===== config.mk =====
export PLATFORM = sky130hd
export DESIGN_NAME = sparse_encoder_flat
export DESIGN_NICKNAME = d
export VERILOG_FILES = /design/src/rtl/sparse_mac_pkg.sv /design/src/rtl/sparse_encoder_if.sv /design/src/rtl/sparse_enc_fifo.sv /design/src/rtl/sparse_encoder.sv /design/src/flat_wrapper.sv
export SDC_FILE = /design/constraint.sdc
export NUM_CORES = 1
export LEC_CHECK = 0
export BUFFER_PORTS_ARGS = -buffer_cell sky130_fd_sc_hd__buf_4
export CORE_UTILIZATION = 40
export CTS_CLUSTER_SIZE = 14
export DETAILED_ROUTE_END_ITERATION = 10
export HOLD_SLACK_MARGIN = 0.06
export PLACE_DENSITY_LB_ADDON = 0.12
export SETUP_SLACK_MARGIN = 0.15
export SYNTH_ARGS = -nofsm -noshare
export SYNTH_HDL_FRONTEND = slang
export SYNTH_HIERARCHICAL = 1
export SYNTH_SLANG_ARGS = --single-unit

===== constraint.sdc =====
create_clock -name mac_clk -period 5.6 [get_ports mac_clk]
set_input_delay 0.84 -clock mac_clk [delete_from_list [all_inputs] [get_ports mac_clk]]
set_output_delay 0.84 -clock mac_clk [all_outputs]
set_load 0.01 [all_outputs]

===== src/rtl/sparse_mac_pkg.sv =====
// -----------------------------------------------------------------------------
// sparse_mac_pkg
// Shared types for the sparse MAC datapath. The encoder and decoder both use
// the compressed SRAM entry layout defined here.
//   VALUE_W     : width of one dense element value
//   IDX_W       : width of the element index inside one vector
//   sram_data_t : compressed entry {index, value, last}
// -----------------------------------------------------------------------------
package sparse_mac_pkg;

    localparam int VALUE_W = 16;
    localparam int IDX_W   = 4;

    typedef struct packed {
        logic [IDX_W-1:0]   index;
        logic [VALUE_W-1:0] value;
        logic               last;
    } sram_data_t;

endpackage


===== src/rtl/sparse_encoder_if.sv =====
// -----------------------------------------------------------------------------
// sparse_encoder_if
// Bundles the dense input stream, the compressed output stream and the length
// error flag of the sparse encoder.
//   dense_valid_i / dense_ready_o / dense_data_i / dense_last_i : dense beats
//   sram_valid_o  / sram_ready_i  / sram_data_o                  : entries
//   len_err_o                                                    : overflow
// Modports:
//   master : the encoder (accepts dense beats, produces compressed entries)
//   slave  : the environment (dense producer and compressed-entry consumer)
// -----------------------------------------------------------------------------
interface sparse_encoder_if;
    import sparse_mac_pkg::*;

    logic               dense_valid_i;
    logic               dense_ready_o;
    logic [VALUE_W-1:0] dense_data_i;
    logic               dense_last_i;
    logic               sram_valid_o;
    logic               sram_ready_i;
    sram_data_t         sram_data_o;
    logic               len_err_o;

    modport master (
        input  dense_valid_i, dense_data_i, dense_last_i, sram_ready_i,
        output dense_ready_o, sram_valid_o, sram_data_o, len_err_o
    );

    modport slave (
        output dense_valid_i, dense_data_i, dense_last_i, sram_ready_i,
        input  dense_ready_o, sram_valid_o, sram_data_o, len_err_o
    );

endinterface


===== src/rtl/sparse_enc_fifo.sv =====
// -----------------------------------------------------------------------------
// sparse_enc_fifo
// Output FIFO of the sparse encoder, holding compressed entries.
// DEPTH must be a power of two (>= 2) so the pointers wrap naturally.
// A push into a full FIFO is accepted when a pop happens in the same cycle
// (the pop frees the slot first).
// Ports:
//   clk_i, rst_ni      : clock, asynchronous active-low reset
//   push_i, data_i     : write request and entry
//   pop_i              : read request (ignored when empty)
//   full_o, empty_o    : occupancy flags
//   head_o             : entry at the head of the queue
// -----------------------------------------------------------------------------
module sparse_enc_fifo
    import sparse_mac_pkg::*;
#(
    parameter int DEPTH = 2
) (
    input  logic       clk_i,
    input  logic       rst_ni,
    input  logic       push_i,
    input  sram_data_t data_i,
    input  logic       pop_i,
    output logic       full_o,
    output logic       empty_o,
    output sram_data_t head_o
);

    localparam int AW = (DEPTH > 1) ? $clog2(DEPTH) : 1;
    localparam logic [AW:0] DEPTH_C = DEPTH[AW:0];

    sram_data_t    mem [DEPTH];
    logic [AW-1:0] rd_q;
    logic [AW-1:0] wr_q;
    logic [AW:0]   cnt_q;
    logic          do_push;
    logic          do_pop;

    assign empty_o = (cnt_q == '0);
    assign full_o  = (cnt_q == DEPTH_C);
    assign do_pop  = pop_i && !empty_o;
    assign do_push = push_i && (!full_o || do_pop);
    assign head_o  = mem[rd_q];

    always_ff @(posedge clk_i or negedge rst_ni) begin
        if (!rst_ni) begin
            rd_q  <= '0;
            wr_q  <= '0;
            cnt_q <= '0;
        end else begin
            if (do_pop)  rd_q <= rd_q + 1'b1;
            if (do_push) wr_q <= wr_q + 1'b1;
            case ({do_push, do_pop})
                2'b10:   cnt_q <= cnt_q + 1'b1;
                2'b01:   cnt_q <= cnt_q - 1'b1;
                default: cnt_q <= cnt_q;
            endcase
        end
    end

    // Storage carries no reset; validity is tracked entirely by the count.
    always_ff @(posedge clk_i) begin
        if (do_push) mem[wr_q] <= data_i;
    end

endmodule


===== src/rtl/sparse_encoder.sv =====
// -----------------------------------------------------------------------------
// sparse_encoder
// Compresses a stream of dense vector elements into {index, value, last}
// entries, dropping zero elements. The most recent nonzero element is held in
// a one-entry pending register so that the final entry of a vector can be
// tagged last=1 once the vector's last beat has been seen. An all-zero vector
// produces a single terminator entry {0, 0, 1}.
// Ports:
//   mac_clk : sole clock (rising edge)
//   mac_rst : asynchronous active-low reset
//   bus     : sparse_encoder_if.master (dense in, compressed out, len_err_o)
// Parameter:
//   FIFO_DEPTH : output FIFO entries (power of two, >= 2)
// Optional feature:
//   SPARSE_ENCODER_LEN_CHECK_EN : when defined, len_err_o latches high when a
//   non-last beat is accepted at the maximum index; otherwise it is tied 0.
// -----------------------------------------------------------------------------
module sparse_encoder
    import sparse_mac_pkg::*;
#(
    parameter int FIFO_DEPTH = 2
) (
    input  logic              mac_clk,
    input  logic              mac_rst,
    sparse_encoder_if.master  bus
);

    typedef enum logic {RUN, FLUSH} state_e;

    state_e             state_q, state_d;
    logic [IDX_W-1:0]   idx_q, idx_d;
    logic               pend_vld_q, pend_vld_d;
    logic [IDX_W-1:0]   pend_idx_q, pend_idx_d;
    logic [VALUE_W-1:0] pend_val_q, pend_val_d;
    // Keeps dense_ready_o low while reset is asserted and until the first
    // clock edge after release.
    logic               run_en_q;

    logic               fifo_full;
    logic               fifo_empty;
    logic               fifo_push;
    logic               fifo_pop;
    sram_data_t         push_data;
    sram_data_t         fifo_head;
    logic               dense_ready;
    logic               beat_acc;

    assign dense_ready = run_en_q && (state_q == RUN) && !fifo_full;
    assign beat_acc    = bus.dense_valid_i && dense_ready;
    assign fifo_pop    = !fifo_empty && bus.sram_ready_i;

    assign bus.dense_ready_o = dense_ready;
    assign bus.sram_valid_o  = !fifo_empty;
    assign bus.sram_data_o   = fifo_head;

    always_comb begin
        state_d          = state_q;
        idx_d            = idx_q;
        pend_vld_d       = pend_vld_q;
        pend_idx_d       = pend_idx_q;
        pend_val_d       = pend_val_q;
        fifo_push        = 1'b0;
        push_data        = '0;

        case (state_q)
            RUN: begin
                if (beat_acc) begin
                    idx_d = bus.dense_last_i ? '0 : idx_q + 1'b1;
                    if (bus.dense_data_i != '0) begin
                        // A new nonzero element retires the previous one,
                        // which cannot be the last entry of the vector.
                        if (pend_vld_q) begin
                            fifo_push       = 1'b1;
                            push_data.index = pend_idx_q;
                            push_data.value = pend_val_q;
                            push_data.last  = 1'b0;
                        end
                        pend_vld_d = 1'b1;
                        pend_idx_d = idx_q;
                        pend_val_d = bus.dense_data_i;
                    end
                    if (bus.dense_last_i) state_d = FLUSH;
                end
            end
            FLUSH: begin
                if (!fifo_full) begin
                    fifo_push      = 1'b1;
                    push_data.last = 1'b1;
                    if (pend_vld_q) begin
                        push_data.index = pend_idx_q;
                        push_data.value = pend_val_q;
                    end
                    pend_vld_d = 1'b0;
                    state_d    = RUN;
                end
            end
            default: state_d = RUN;
        endcase
    end

    always_ff @(posedge mac_clk or negedge mac_rst) begin
        if (!mac_rst) begin
            state_q    <= RUN;
            idx_q      <= '0;
            pend_vld_q <= 1'b0;
            run_en_q   <= 1'b0;
        end else begin
            state_q    <= state_d;
            idx_q      <= idx_d;
            pend_vld_q <= pend_vld_d;
            run_en_q   <= 1'b1;
        end
    end

    // Pending payload is qualified by pend_vld_q and needs no reset.
    always_ff @(posedge mac_clk) begin
        pend_idx_q <= pend_idx_d;
        pend_val_q <= pend_val_d;
    end

`ifdef SPARSE_ENCODER_LEN_CHECK_EN
    logic len_err_q;

    always_ff @(posedge mac_clk or negedge mac_rst) begin
        if (!mac_rst) begin
            len_err_q <= 1'b0;
        end else if (beat_acc && !bus.dense_last_i && (idx_q == '1)) begin
            len_err_q <= 1'b1;
        end
    end

    assign bus.len_err_o = len_err_q;
`else
    assign bus.len_err_o = 1'b0;
`endif

    sparse_enc_fifo #(
        .DEPTH (FIFO_DEPTH)
    ) u_fifo (
        .clk_i   (mac_clk),
        .rst_ni  (mac_rst),
        .push_i  (fifo_push),
        .data_i  (push_data),
        .pop_i   (fifo_pop),
        .full_o  (fifo_full),
        .empty_o (fifo_empty),
        .head_o  (fifo_head)
    );

endmodule


===== src/flat_wrapper.sv =====
// flat-port wrapper written by rule: the top's interface ports become plain ports
module sparse_encoder_flat import sparse_mac_pkg::*;
#(
    parameter int FIFO_DEPTH = 2
)
  (mac_clk, mac_rst, bus_dense_valid_i, bus_dense_data_i, bus_dense_last_i, bus_sram_ready_i, bus_dense_ready_o, bus_sram_valid_o, bus_sram_data_o, bus_len_err_o);
  sparse_encoder_if bus_i ();
  input  logic mac_clk;
  input  logic mac_rst;
  input wire logic [$bits(bus_i.dense_valid_i)-1:0] bus_dense_valid_i;
  input wire logic [$bits(bus_i.dense_data_i)-1:0] bus_dense_data_i;
  input wire logic [$bits(bus_i.dense_last_i)-1:0] bus_dense_last_i;
  input wire logic [$bits(bus_i.sram_ready_i)-1:0] bus_sram_ready_i;
  output wire logic [$bits(bus_i.dense_ready_o)-1:0] bus_dense_ready_o;
  output wire logic [$bits(bus_i.sram_valid_o)-1:0] bus_sram_valid_o;
  output wire logic [$bits(bus_i.sram_data_o)-1:0] bus_sram_data_o;
  output wire logic [$bits(bus_i.len_err_o)-1:0] bus_len_err_o;
  assign bus_i.dense_valid_i = bus_dense_valid_i;
  assign bus_i.dense_data_i = bus_dense_data_i;
  assign bus_i.dense_last_i = bus_dense_last_i;
  assign bus_i.sram_ready_i = bus_sram_ready_i;
  assign bus_dense_ready_o = bus_i.dense_ready_o;
  assign bus_sram_valid_o = bus_i.sram_valid_o;
  assign bus_sram_data_o = bus_i.sram_data_o;
  assign bus_len_err_o = bus_i.len_err_o;
  sparse_encoder #(.FIFO_DEPTH(FIFO_DEPTH)) u_core (.mac_clk(mac_clk), .mac_rst(mac_rst), .bus(bus_i));
endmodule

# Word level (Yosys, flattened, before mapping)
# Memories as Yosys holds them, arrays and structs flattened.
# Cells that the tools add are included.
# word_totals
regBits,31
ramBits,42
in_bits,21
output_inout_bits,24
wordCells,60
n_memories,1
# memory_table
name,depth,word_bits,rd,rd_clocked_by_memory_dff,wr,line_no,rtl
u_core.u_fifo.mem,2,21,1,0,1,sparse_enc_fifo.sv:32,sram_data_t mem [DEPTH];
# classes
add_sub_neg,5
eq_ne,6
n_mux,23
n_bitwise,1
reduce_logical,15
# ops
op,n
2-to-1 mux 21 bit,4
one-hot mux 21 bit (2 select lines),1
2-to-1 mux 20 bit,1
nonzero test 16 bit,1
2-to-1 mux 1 bit,12
logical AND 1 bit,6
one-hot mux 1 bit (2 select lines),3
AND reduction 3 bit,2
"adder 4 x 1 -> 4 bit, second input constant",1
"equality test 2 bit, second input constant",2
2-to-1 mux 4 bit,1
"inequality test 2 bit, second input constant",2
one-hot mux 2 bit (2 select lines),1
"adder 1 bit, second input constant",2
"adder 2 x 1 -> 2 bit, second input constant",1
"equality test 2 x 1 -> 1 bit, second input constant",1
zero test 1 bit,2
zero test 2 bit,1
"inequality test 2 x 1 -> 1 bit, second input constant",1
AND reduction 2 bit,1
nonzero test 2 bit,1
"subtractor 2 x 1 -> 2 bit, second input constant",1
logical OR 1 bit,1
NOT 1 bit,1

# Longest topological paths before layout
# Gate-level depths: netlist (run 1).
# logic_depth
word_depth,9
ltp_mapped,10
ltp_nobuf,8

# Modules after synthesis
# Netlist (run 1), hierarchy kept.
# by_module_without_submodules
module,instances,cells_per_inst,area_per_inst_um2,seq_area_each_um2
sparse_enc_fifo,1,89,1730.4,1361.3
sparse_encoder,1,138,1376.3,775.7

# Worst setup path after synthesis (run 1)
# OpenSTA, ideal clock, no wires.
# synth_timing
path_type,input-to-reg
startpoint,input port bus_dense_valid_i
endpoint,"memory u_core/u_fifo/mem[0][0] (netlist name), enable pin"
setup_time_ps,399
arrival_time_ps,2683
t_required_ps,5201
path_slack_ps,2519
cell_stages,7
n_path_buf,2
path_cell_list,and4bb_1 buf_4 buf_4 nand2_1 o21ai_1 nand2_2 nor2_1
# synth_between
elab_chain_cells,6
# synth_rtl
element,line_no,rtl
from (decl),flat_wrapper.sv:10,input wire logic [$bits(bus_i.dense_valid_i)-1:0] bus_dense_valid_i;
logical AND 1 bit,sparse_encoder.sv:49,assign beat_acc = bus.dense_valid_i && dense_ready;
2-to-1 mux 1 bit,sparse_encoder.sv:67,if (beat_acc) begin
one-hot mux 1 bit (2 select lines),sparse_encoder.sv:65,case (state_q)
via u_core.fifo_push,sparse_encoder.sv:41,logic fifo_push;
logical AND 1 bit,sparse_enc_fifo.sv:42,assign do_push = push_i && (!full_o || do_pop);
2-to-1 mux 1 bit,sparse_enc_fifo.sv:63,if (do_push) mem[wr_q] <= data_i;
2-to-1 mux 1 bit (not written as such),sparse_enc_fifo.sv:63,
to (decl),sparse_enc_fifo.sv:32,
# The timed path passes the listed nets, and every way through them passes these cells.

# Final worst setup path (run 1)
# layout_timing
startpoint,register u_core.state_q
endpoint,"memory u_core/u_fifo/mem[0][16] (netlist name), enable pin"
# layout_between
elab_chain_cells,9
# layout_rtl
element,line_no,rtl
from (decl),sparse_encoder.sv:30,"state_e state_q, state_d;"
from (signal assigned),sparse_encoder.sv:108,state_q <= state_d;
NOT 1 bit (no line),--,
logical AND 1 bit (2 in series),sparse_encoder.sv:48,assign dense_ready = run_en_q && (state_q == RUN) && !fifo_full;
logical AND 1 bit,sparse_encoder.sv:49,
2-to-1 mux 1 bit,sparse_encoder.sv:67,
one-hot mux 1 bit (2 select lines) *,sparse_encoder.sv:65,
via u_core.fifo_push,sparse_encoder.sv:41,
logical AND 1 bit *,sparse_enc_fifo.sv:42,
2-to-1 mux 1 bit *,sparse_enc_fifo.sv:63,
2-to-1 mux 1 bit (not written as such) *,sparse_enc_fifo.sv:63,
# The timed path passes the listed nets; every way through them passes the cells marked *.

==> results of run 1 <==
critical path, stage by stage, from the launching register on:
cell,delay [ps]
sky130_fd_sc_hd__dfrtp_1,710
sky130_fd_sc_hd__and4bb_1,1000
sky130_fd_sc_hd__nand2_1,110
sky130_fd_sc_hd__o21ai_1,430
sky130_fd_sc_hd__nand2_2,120
sky130_fd_sc_hd__nor2_2,910
sequential cells by signal (all words and copies together) (netlist names), 2 cells and up:
register             flops
u_core/u_fifo/mem       42
u_core/pend_val_q       16
u_core/idx_q             4
u_core/pend_idx_q        4
u_core/u_fifo/cnt_q      2
cell families after synthesis:
logic type | count (synthesis) | synth area share (%)
AO/OA/AOI/OAI | 33 | 5.92
XOR/XNOR | 3 | 0.846
adder cells (fa/ha/maj) | 1 | 0.403
buffers and inverters | 20 | 3.14
flip-flops | 73 | 68.8
multiplexers | 21 | 7.61
other | 2 | 0.242
AND/OR/NAND/NOR | 74 | 13.0
synthesized netlist by cell type:
library cell / number
sky130_fd_sc_hd__and3_1: 1
sky130_fd_sc_hd__and4_2: 1
sky130_fd_sc_hd__edfxtp_1: 62
sky130_fd_sc_hd__a21boi_2: 1
sky130_fd_sc_hd__clkbuf_1: 5
sky130_fd_sc_hd__nor2_1: 5
sky130_fd_sc_hd__dfrtp_1: 11
sky130_fd_sc_hd__a21o_1: 1
sky130_fd_sc_hd__and3_2: 1
sky130_fd_sc_hd__nand2_2: 1
sky130_fd_sc_hd__buf_4: 4
sky130_fd_sc_hd__nor4_1: 4
sky130_fd_sc_hd__xor2_1: 1
sky130_fd_sc_hd__nor3_1: 2
sky130_fd_sc_hd__nor2b_1: 3
sky130_fd_sc_hd__inv_1: 5
sky130_fd_sc_hd__a22o_1: 1
sky130_fd_sc_hd__nand3b_1: 1
sky130_fd_sc_hd__ha_1: 1
sky130_fd_sc_hd__or2_2: 1
sky130_fd_sc_hd__a21oi_1: 4
sky130_fd_sc_hd__or3b_1: 1
sky130_fd_sc_hd__mux2_2: 21
sky130_fd_sc_hd__nand4bb_1: 1
sky130_fd_sc_hd__and4_1: 1
sky130_fd_sc_hd__a22oi_1: 1
sky130_fd_sc_hd__xnor2_1: 2
sky130_fd_sc_hd__nand2b_1: 2
sky130_fd_sc_hd__nor3b_1: 1
sky130_fd_sc_hd__nand2_1: 6
sky130_fd_sc_hd__o311ai_1: 1
sky130_fd_sc_hd__o21ai_0: 2
sky130_fd_sc_hd__conb_1: 2
sky130_fd_sc_hd__buf_2: 6
sky130_fd_sc_hd__nand3_1: 41
sky130_fd_sc_hd__and4bb_1: 1
sky130_fd_sc_hd__o21ai_1: 22
power by group through the flow:
stage / Clock (µW) / Combinational (µW) / Sequential (µW)
after global placement: 0 / 464 / 819
final: 482 / 462 / 811
after global routing: 519 / 509 / 827
after detailed placement: 0 / 467 / 825
after CTS: 493 / 469 / 813
after floorplan: 0 / 333 / 770
cell type report:
cell class	count	area (µm²)	share of cell area (%)
inverter	5	18.8	0.503
clock buffer	11	131	3.52
multi-input combinational	134	875	23.4
timing repair buffer	46	345	9.25
sequential	73	2140	57.2
clock inverter	5	104	2.78
tap	99	124	3.32
per-layer routing:
layer | wire [µm] | global-route usage (%)
met1 | 2450 | 17.3
met2 | 2850 | 24.8
met3 | 236 | 5.75
met4 | 127 | 7.26
met5 | 0 | 0
stage by stage:
stage | hold WS (ps) | setup slack, ps | instance area [µm²] | utilization (%)
after detailed placement | 478 | 1910 | 3500 | 47.5
after CTS | 310 | 1910 | 3730 | 50.7
after global placement | 475 | 1910 | 3500 | 47.5
final | 323 | 1930 | 3730 | 50.7
after global routing | 304 | 1670 | 3730 | 50.7
after floorplan | 443 | 2520 | 3110 | -
worst max path at each step:
| stage | from | end | slack, ps |
|---|---|---|---|
| final | u_core/state_q | u_core/u_fifo/mem[0][16] | 1930 |
| after global routing | u_core/state_q | u_core/u_fifo/mem[0][3] | 1670 |
| after CTS | u_core/state_q | u_core/u_fifo/mem[0][3] | 1910 |
| after detailed placement | bus_dense_valid_i | u_core/u_fifo/mem[0][16] | 1910 |
| after global placement | bus_dense_valid_i | u_core/u_fifo/mem[0][13] | 1910 |
| after floorplan | bus_dense_valid_i | u_core/u_fifo/mem[0][0] | 2520 |
==> summary by stage, run 1 <==
Floorplan
The floorplan has 31 rows. The starting utilization of the core area is 42.2%. The core region is 7370 µm². The floorplan step set the die width to 90.1 µm.

The area of the die is 8120 µm². The vertical die dimension is 90.1 µm. The number of ports placed on the die boundary is 45.

Placed design
The congestion estimate from routability-driven global placement came to 0.809. The wire-length estimate of the detail-placed layout is 3510 µm. The cell count after placement is 357. Input and output buffers added on the ports amount to 43.

Layout
0 antenna diodes ended up in the layout. Compared with the post-synthesis result, the final layout area differs by 20.2%. Leaving out fill and tap cells, the most frequent cells in the layout are sky130_fd_sc_hd__edfxtp_1 (62), sky130_fd_sc_hd__buf_4 (46), sky130_fd_sc_hd__nand3_1 (41). The layout filler cell count is 665. The count of cells in the finished layout, fillers not included, comes to 373. The share of post-route cells with drive strength above 1 is 31.8%. After the last flow step, the layout net total stands at 291. The leading cell type in the layout, fill and taps excluded is sky130_fd_sc_hd__edfxtp_1.

Critical path
The worst setup path is of the reg -> reg kind. The data required time of the critical path is 5560 ps. The endpoint identified for the worst register-to-register timing path is u_core/u_fifo/mem[0][16]. The type of destination of the critical path is a flip-flop. STA classifies the critical path startpoint as a flip-flop. Data on the critical path arrives at its endpoint at 3630 ps. The minimum setup slack among reg-to-reg paths is 1930 ps. The startpoint of the worst register-to-register path is u_core/state_q. Of all nets on the critical path, the largest fanout is 26. The length in cells of the worst reg-to-reg path is 5.

Pwr
The leakage power total is 0.00138 µW. The combinational share of power is 26.3%. Across the VDD grid, the largest voltage drop is 0.000263 V. The internal power of the cells totals 1250 µW.

The overall power consumption is 1750 µW. The switching part of the total power is 29.0%. Registers are responsible for 46.2% of the overall power. The power share of the clock group is 27.5%. For this design the total switching power over the nets is 509 µW. Dividing total power by cell area gives a power density of 470 nW/µm².

Clocking
The clock sink count is 73. In this run the clock root is driven by a sky130_fd_sc_hd__clkbuf_8. The H-tree was split into 3 levels. TritonCTS built the clock tree. The clock transition at the registers of the reported paths is 70 ps.

The total of cells resized after clock tree synthesis is 0. The later-pin clock latency in the skew report is 340 ps. Hold repair after CTS inserted 0 buffers. In this run the deepest clock path goes through 2 buffers. The number of buffers added by the clock tree synthesis step is 9. The total setup buffers inserted after CTS is 0.

Synth
In the post-synthesis netlist, the biggest area contributors are sky130_fd_sc_hd__edfxtp_1 (60%), sky130_fd_sc_hd__dfrtp_1 (8.9%), sky130_fd_sc_hd__mux2_2 (7.6%). The synthesized netlist net count is 249. The top cell type by total area after synthesis is sky130_fd_sc_hd__edfxtp_1. After synthesis, the largest area contributor takes up 59.9% of total cell area. In the synthesized netlist, the number of instances is 227. The number of warning messages in the yosys log is 6. The synthesized area divided by synthesized cell count is 13.7 µm². The post-synthesis sequential area ratio is 68.8%.

The synthesized design contains 73 register bits. The number of distinct library cells after synthesis is 37. The mapped cell area is 3110 µm².

STA
Setup violations remaining at the end of the flow were counted as 0. Between clock sinks in the finished design, the worst skew comes to 3.99 ps. The smallest clock period supported by the final layout is computed as 3670 ps. The setup TNS is 0 ps. For the pin with the worst max-slew slack, the measured transition is 1180 ps.

The worst pin sits at a relative slew slack of 21.0%. The number of hold-slack violations in the final timing report came to 0. Setup repair after global routing left no endpoint under its margin. The number of pins with negative max-slew slack in the final report is 0. The highest clock frequency the design can meet is 273 MHz. Of the available clock period, the critical path in the final layout requires 65.5%.

GRT
The via count of the first global-routing pass was 1,897. The residual overflow from global routing is 0. Global routing used 15.1% of the available tracks across all layers.

The maximum number of pins on one net before global-route repair is 41. The number of antenna violations at the first check in global routing was 0. The first global-routing pass estimated 9190 µm of wire.

Drt
The count of routing violations after the opening detailed-route iteration is 137. The number of routed nets with antenna violations is 0. For this run, design rule violations remaining after detail routing come to 0.

The number of iterations in the first detailed-routing pass is 4. The overall via count from detail_route is 1,921. The overall routed net length is 5660 µm. The ratio of routed vias to standard cells is 5.15. After detailed routing, the average wire length per cell comes to 15.2 µm.

Run
Max-cap violations in this run came to 0.

Outcome
The run finished with clean final reports.

Hold path
The class of the worst hold path is in -> async.
(Power assumes the default switching activity.)
==> run 2: changes to the inputs <==
--- a/config.mk
+++ b/config.mk
@@ -5,6 +5,7 @@
 export SDC_FILE = /design/constraint.sdc
 export NUM_CORES = 1
 export LEC_CHECK = 0
+export ABC_AREA = 1
 export BUFFER_PORTS_ARGS = -buffer_cell sky130_fd_sc_hd__buf_4
 export CORE_UTILIZATION = 40
 export CTS_CLUSTER_SIZE = 14
==> constraint.sdc (replaced) <==
create_clock -name mac_clk -period 3.6 [get_ports mac_clk]
set_input_delay 0.54 -clock mac_clk [delete_from_list [all_inputs] [get_ports mac_clk]]
set_output_delay 0.54 -clock mac_clk [all_outputs]
set_load 0.01 [all_outputs]
==> run 2 against run 1 <==
Sequential cell count unchanged. Synthesized cell count increased by 46%. Cell count increased by 29%. Worst setup slack got worse by 810 ps. Global-route usage increased by 0.37 points. Via count increased by 16%. Die area increased by 5.6%. Clock skew increased by 2.1 ps. Largest cell class unchanged.
==> summary by stage, run 2 <==
Critical path
The critical setup path kind is reg -> reg (unchanged). The critical-path cell with the highest stage delay was sky130_fd_sc_hd__inv_1 (was sky130_fd_sc_hd__and4bb_1). The type of origin of the critical path is a flip-flop (unchanged). The data arrival time of the critical path is 2450 ps (was 3630 ps). The destination of the worst register-to-register timing path is u_core/pend_val_q[0] (was u_core/u_fifo/mem[0][16]). The largest driver fanout on the critical path came to 26 (unchanged). The minimum setup slack among reg-to-reg paths was 1120 ps (was 1930 ps). The kind of cell adding the most delay to the critical path is buffers and inverters (was simple AND/OR/NAND/NOR gates). The logic depth of the worst path, buffers included is 8 (was 5). Worst path cell trace: inv_2 > nand2_1 > inv_1 > inv_2 > nand3_4 > nor2_8 > nand2_1 > inv_1 (was and4bb_1 > nand2_1 > o21ai_1 > nand2_2 > nor2_2). The critical path's largest stage delay was 590 ps (was 1000 ps). The total buffers and inverters traversed by the critical path is 4 (was 0). The length in cells of the worst reg-to-reg path is 8 (was 5).

The data required time of the critical path is 3570 ps (was 5560 ps). The type of destination of the critical path is a flip-flop (unchanged). The startpoint of the worst register-to-register path was u_core/u_fifo/cnt_q[0] (was u_core/state_q).

STA
The final-layout worst hold slack is 386 ps (was 323 ps). The share of the clock period used by the worst path was 68.9% (was 65.5%). The final count of negative-setup-slack endpoints was 0 (unchanged). The number of pins with negative max-slew slack in the final report is 0 (unchanged).

The setup TNS came to 0 ps (unchanged). The worst slew margin relative to its limit came to 50.7% (was 21.0%). The clock period minus worst slack is 2480 ps (was 3670 ps). The number of hold-slack violations in the final timing report was 0 (unchanged).

Unrepaired setup endpoints after global routing: no (unchanged). The measured slew at the worst slew-check pin was 738 ps (was 1180 ps). The final setup skew is 6.11 ps (was 3.99 ps). The highest clock frequency the design can meet was 403 MHz (was 273 MHz).

Synth
The synthesized instance count is 332 (was 227). The top cell type by total area after synthesis was sky130_fd_sc_hd__edfxtp_1 (unchanged). The cell with the most instances after synthesis was sky130_fd_sc_hd__nand2_1 (was sky130_fd_sc_hd__edfxtp_1). The fraction of registers with async set/reset was 15.1% (unchanged). The number of distinct library cells after synthesis came to 27 (was 37). The number of warning messages in the yosys log is 6 (unchanged). The synthesized area divided by synthesized cell count is 9.90 µm² (was 13.7 µm²).

The mapped cell area is 3290 µm² (was 3110 µm²). The number of flops mapped to enable cells by yosys came to 62 (unchanged). The synthesized netlist net count was 354 (was 249). The most frequently used flop master after synthesis is sky130_fd_sc_hd__edfxtp_1 (unchanged). The post-synthesis sequential area ratio is 65.0% (was 68.8%). Top post-synthesis cells by count: sky130_fd_sc_hd__nand2_1 (122), sky130_fd_sc_hd__edfxtp_1 (62), sky130_fd_sc_hd__nand3_1 (47), sky130_fd_sc_hd__inv_1 (34), sky130_fd_sc_hd__nor2_1 (16) (was sky130_fd_sc_hd__edfxtp_1 (62), sky130_fd_sc_hd__nand3_1 (41), sky130_fd_sc_hd__o21ai_1 (22), sky130_fd_sc_hd__mux2_2 (21), sky130_fd_sc_hd__dfrtp_1 (11)).

Largest cells by area after synthesis: sky130_fd_sc_hd__edfxtp_1 (57%), sky130_fd_sc_hd__nand2_1 (14%), sky130_fd_sc_hd__dfrtp_1 (8.4%) (was sky130_fd_sc_hd__edfxtp_1 (60%), sky130_fd_sc_hd__dfrtp_1 (8.9%), sky130_fd_sc_hd__mux2_2 (7.6%)). The top-area cell type share of the netlist area is 56.7% (was 59.9%). The count of state elements after synthesis came to 73 (unchanged).

GRT
The maximum number of pins on one net before global-route repair is 27 (was 41). The via count of the first global-routing pass is 2,119 (was 1,897). The residual overflow from global routing is 0 (unchanged). The global-route wire length before repair was 10,100 µm (was 9190 µm). The number of antenna violations at the first check in global routing is 0 (unchanged). The global-route total usage across every layer came to 15.5% (was 15.1%).

Floorplan
The area of the die is 8580 µm² (was 8120 µm²). The starting utilization of the core area is 41.9% (was 42.2%). The core area came to 7850 µm² (was 7370 µm²). The total number of placement rows was 32 (was 31). The number of ports placed on the die boundary came to 45 (unchanged). The width of the die is 92.6 µm (was 90.1 µm). The vertical die dimension is 92.6 µm (was 90.1 µm).

Pwr
The power share of the clock group is 23.5% (was 27.5%). The overall power consumption is 2840 µW (was 1750 µW). The worst voltage drop across the vdd grid came to 0.000244 V (was 0.000263 V). The power spent charging and discharging nets is 969 µW (was 509 µW). The design internal power was 1870 µW (was 1250 µW).

The sequential share of power came to 43.6% (was 46.2%). The leakage power total is 0.00182 µW (was 0.00138 µW). The power density relative to cell area is 729 nW/µm² (was 470 nW/µm²). The switching part of the total power was 34.1% (was 29.0%). The combinational share of power is 32.9% (was 26.3%).

Layout
Commonest cells after routing, fill and taps aside: sky130_fd_sc_hd__nand2_1 (122), sky130_fd_sc_hd__edfxtp_1 (62), sky130_fd_sc_hd__buf_4 (47), sky130_fd_sc_hd__nand3_1 (47), sky130_fd_sc_hd__inv_1 (34) (was sky130_fd_sc_hd__edfxtp_1 (62), sky130_fd_sc_hd__buf_4 (46), sky130_fd_sc_hd__nand3_1 (41)). The leading cell type in the layout, fill and taps excluded is sky130_fd_sc_hd__nand2_1 (was sky130_fd_sc_hd__edfxtp_1). The share of post-route cells with drive strength above 1 came to 19.2% (was 31.8%). The final net count was 398 (was 291). The count of non-filler cells in the finished layout was 482 (was 373). Largest registers: u_core/u_fifo/mem (42), u_core/pend_val_q (16) (unchanged). The flip-flop count of the largest register after layout is 42 (unchanged). The layout filler cell count is 741 (was 665).

The area growth from synthesis to layout is 18.7% (was 20.2%). The number of inserted diodes is 0 (unchanged). The largest register by flop count is u_core/u_fifo/mem (unchanged).

Clocking
The deepest level of the CTS H-tree is 3 (unchanged). The maximum root-to-sink buffer count is 2 (unchanged). The clock tree root buffer cell is sky130_fd_sc_hd__clkbuf_8 (unchanged).

The number of buffers added by the clock tree synthesis step is 9 (unchanged). The total setup buffers inserted after CTS was 0 (unchanged). The later-pin clock latency in the skew report was 330 ps (was 340 ps).

The clock sink count is 73 (unchanged). The total of cells resized after clock tree synthesis was 0 (unchanged). The clock tree from TritonCTS is built (unchanged). The clock transition at the registers of the reported paths was 80 ps (was 70 ps).

Drt
The count of routing violations after the opening detailed-route iteration is 122 (was 137). The number of iterations in the first detailed-routing pass is 4 (unchanged). The number of routed nets with antenna violations was 0 (unchanged). The overall via count from detail_route was 2,228 (was 1,921). The post-route DRC violation count came to 0 (unchanged). The ratio of routed vias to standard cells is 4.62 (was 5.15).

The average wire per cell in the routed design was 12.2 µm (was 15.2 µm). The overall routed net length is 5880 µm (was 5660 µm).

Run
The number of maximum-capacitance constraint violations was 0 (unchanged).

Placed design
The number of buffers inserted by port buffering is 43 (unchanged). The cell count after placement is 466 (was 357). The global placement routability congestion is 0.727 (was 0.809). The HPWL after detailed placement came to 4040 µm (was 3510 µm).

Hold path
The end point of the worst hold path is u_core/pend_val_q[7]. The class of the worst hold path is in -> reg (was in -> async). Along the worst hold path, the cell count comes to 1.

The worst hold path begins at bus_dense_data_i[7].

Outcome
Result of the run: complete, no violations (unchanged).
-- run 2: timing repair --
| item | CTS | global route |
|---|---|---|
| endpoints found under the setup margin | 0 | 0 |
| hold buffers | 1 | 0 |
| endpoints found under the hold margin | 11 | 0 |
-- run 2: how the worst max path moves through the flow --
stage                                 from                 endpoint
finish              u_core/u_fifo/cnt_q[0]     u_core/pend_val_q[0]
detailed placement  u_core/u_fifo/cnt_q[0]     u_core/pend_val_q[3]
global route        u_core/u_fifo/cnt_q[0]     u_core/pend_val_q[9]
floorplan           u_core/u_fifo/cnt_q[0]  u_core/u_fifo/mem[1][0]
global placement    u_core/u_fifo/cnt_q[0]  u_core/u_fifo/mem[0][8]
CTS                 u_core/u_fifo/cnt_q[0]     u_core/pend_val_q[9]
-- run 2: logic make-up after synthesis --
family                     Yosys count  share of synthesized area, %
DFF                                 73                          65.0
other                                2                         0.229
adders and majority gates            1                         0.381
and+or+nand+nor                    193                          25.3
buffers and inverters               53                          6.89
AOI/OAI and AO/OA                    7                          1.33
xor gates and xnor gates             3                         0.800
-- run 2: power by group through the flow --
stage          registers (µW)  logic (µW)  clock network, µW
2_1_floorplan            1210         635                  0
3_3_place_gp             1250         940                  0
3_5_place_dp             1260         948                  0
4_1_cts                  1240         952                689
5_1_grt                  1260        1070                716
6_report                 1240         936                668
-- run 2: per-layer routing --
| layer | vias up | global-route usage, % | wire length [µm] |
|---|---|---|---|
| met2 | 46 | 23.0 | 2670 |
| met4 | 0 | 7.69 | 35 |
| met5 | - | 0 | 0 |
| met1 | 1021 | 21.8 | 2950 |
| li1 | 1159 | - | - |
| met3 | 2 | 2.79 | 222 |
-- run 2: per-stage QoR --
step	setup slack, ps	area, µm²	utilization, %
6_report	1120	3900	49.7
5_1_grt	846	3900	49.7
4_1_cts	1090	3900	49.7
3_5_place_dp	1100	3680	46.9
3_3_place_gp	1180	3680	46.9
2_1_floorplan	1120	3290	-
-- run 2: cell type report --
cell class | count | area, µm² | area share (%)
sequential | 73 | 2140 | 54.8
multi-input combinational | 206 | 922 | 23.6
timing repair buffer | 48 | 363 | 9.30
inverter | 38 | 143 | 3.66
tap | 102 | 128 | 3.27
clock buffer | 9 | 124 | 3.18
clock inverter | 6 | 83.8 | 2.15
-- run 2: worst register-to-register path: stages, from the launching register on --
cell                      delay, ps
sky130_fd_sc_hd__dfrtp_1        410
sky130_fd_sc_hd__inv_2           70
sky130_fd_sc_hd__nand2_1        110
sky130_fd_sc_hd__inv_1           70
sky130_fd_sc_hd__inv_2          290
sky130_fd_sc_hd__nand3_4        150
sky130_fd_sc_hd__nor2_8         310
sky130_fd_sc_hd__nand2_1        120
sky130_fd_sc_hd__inv_1          590
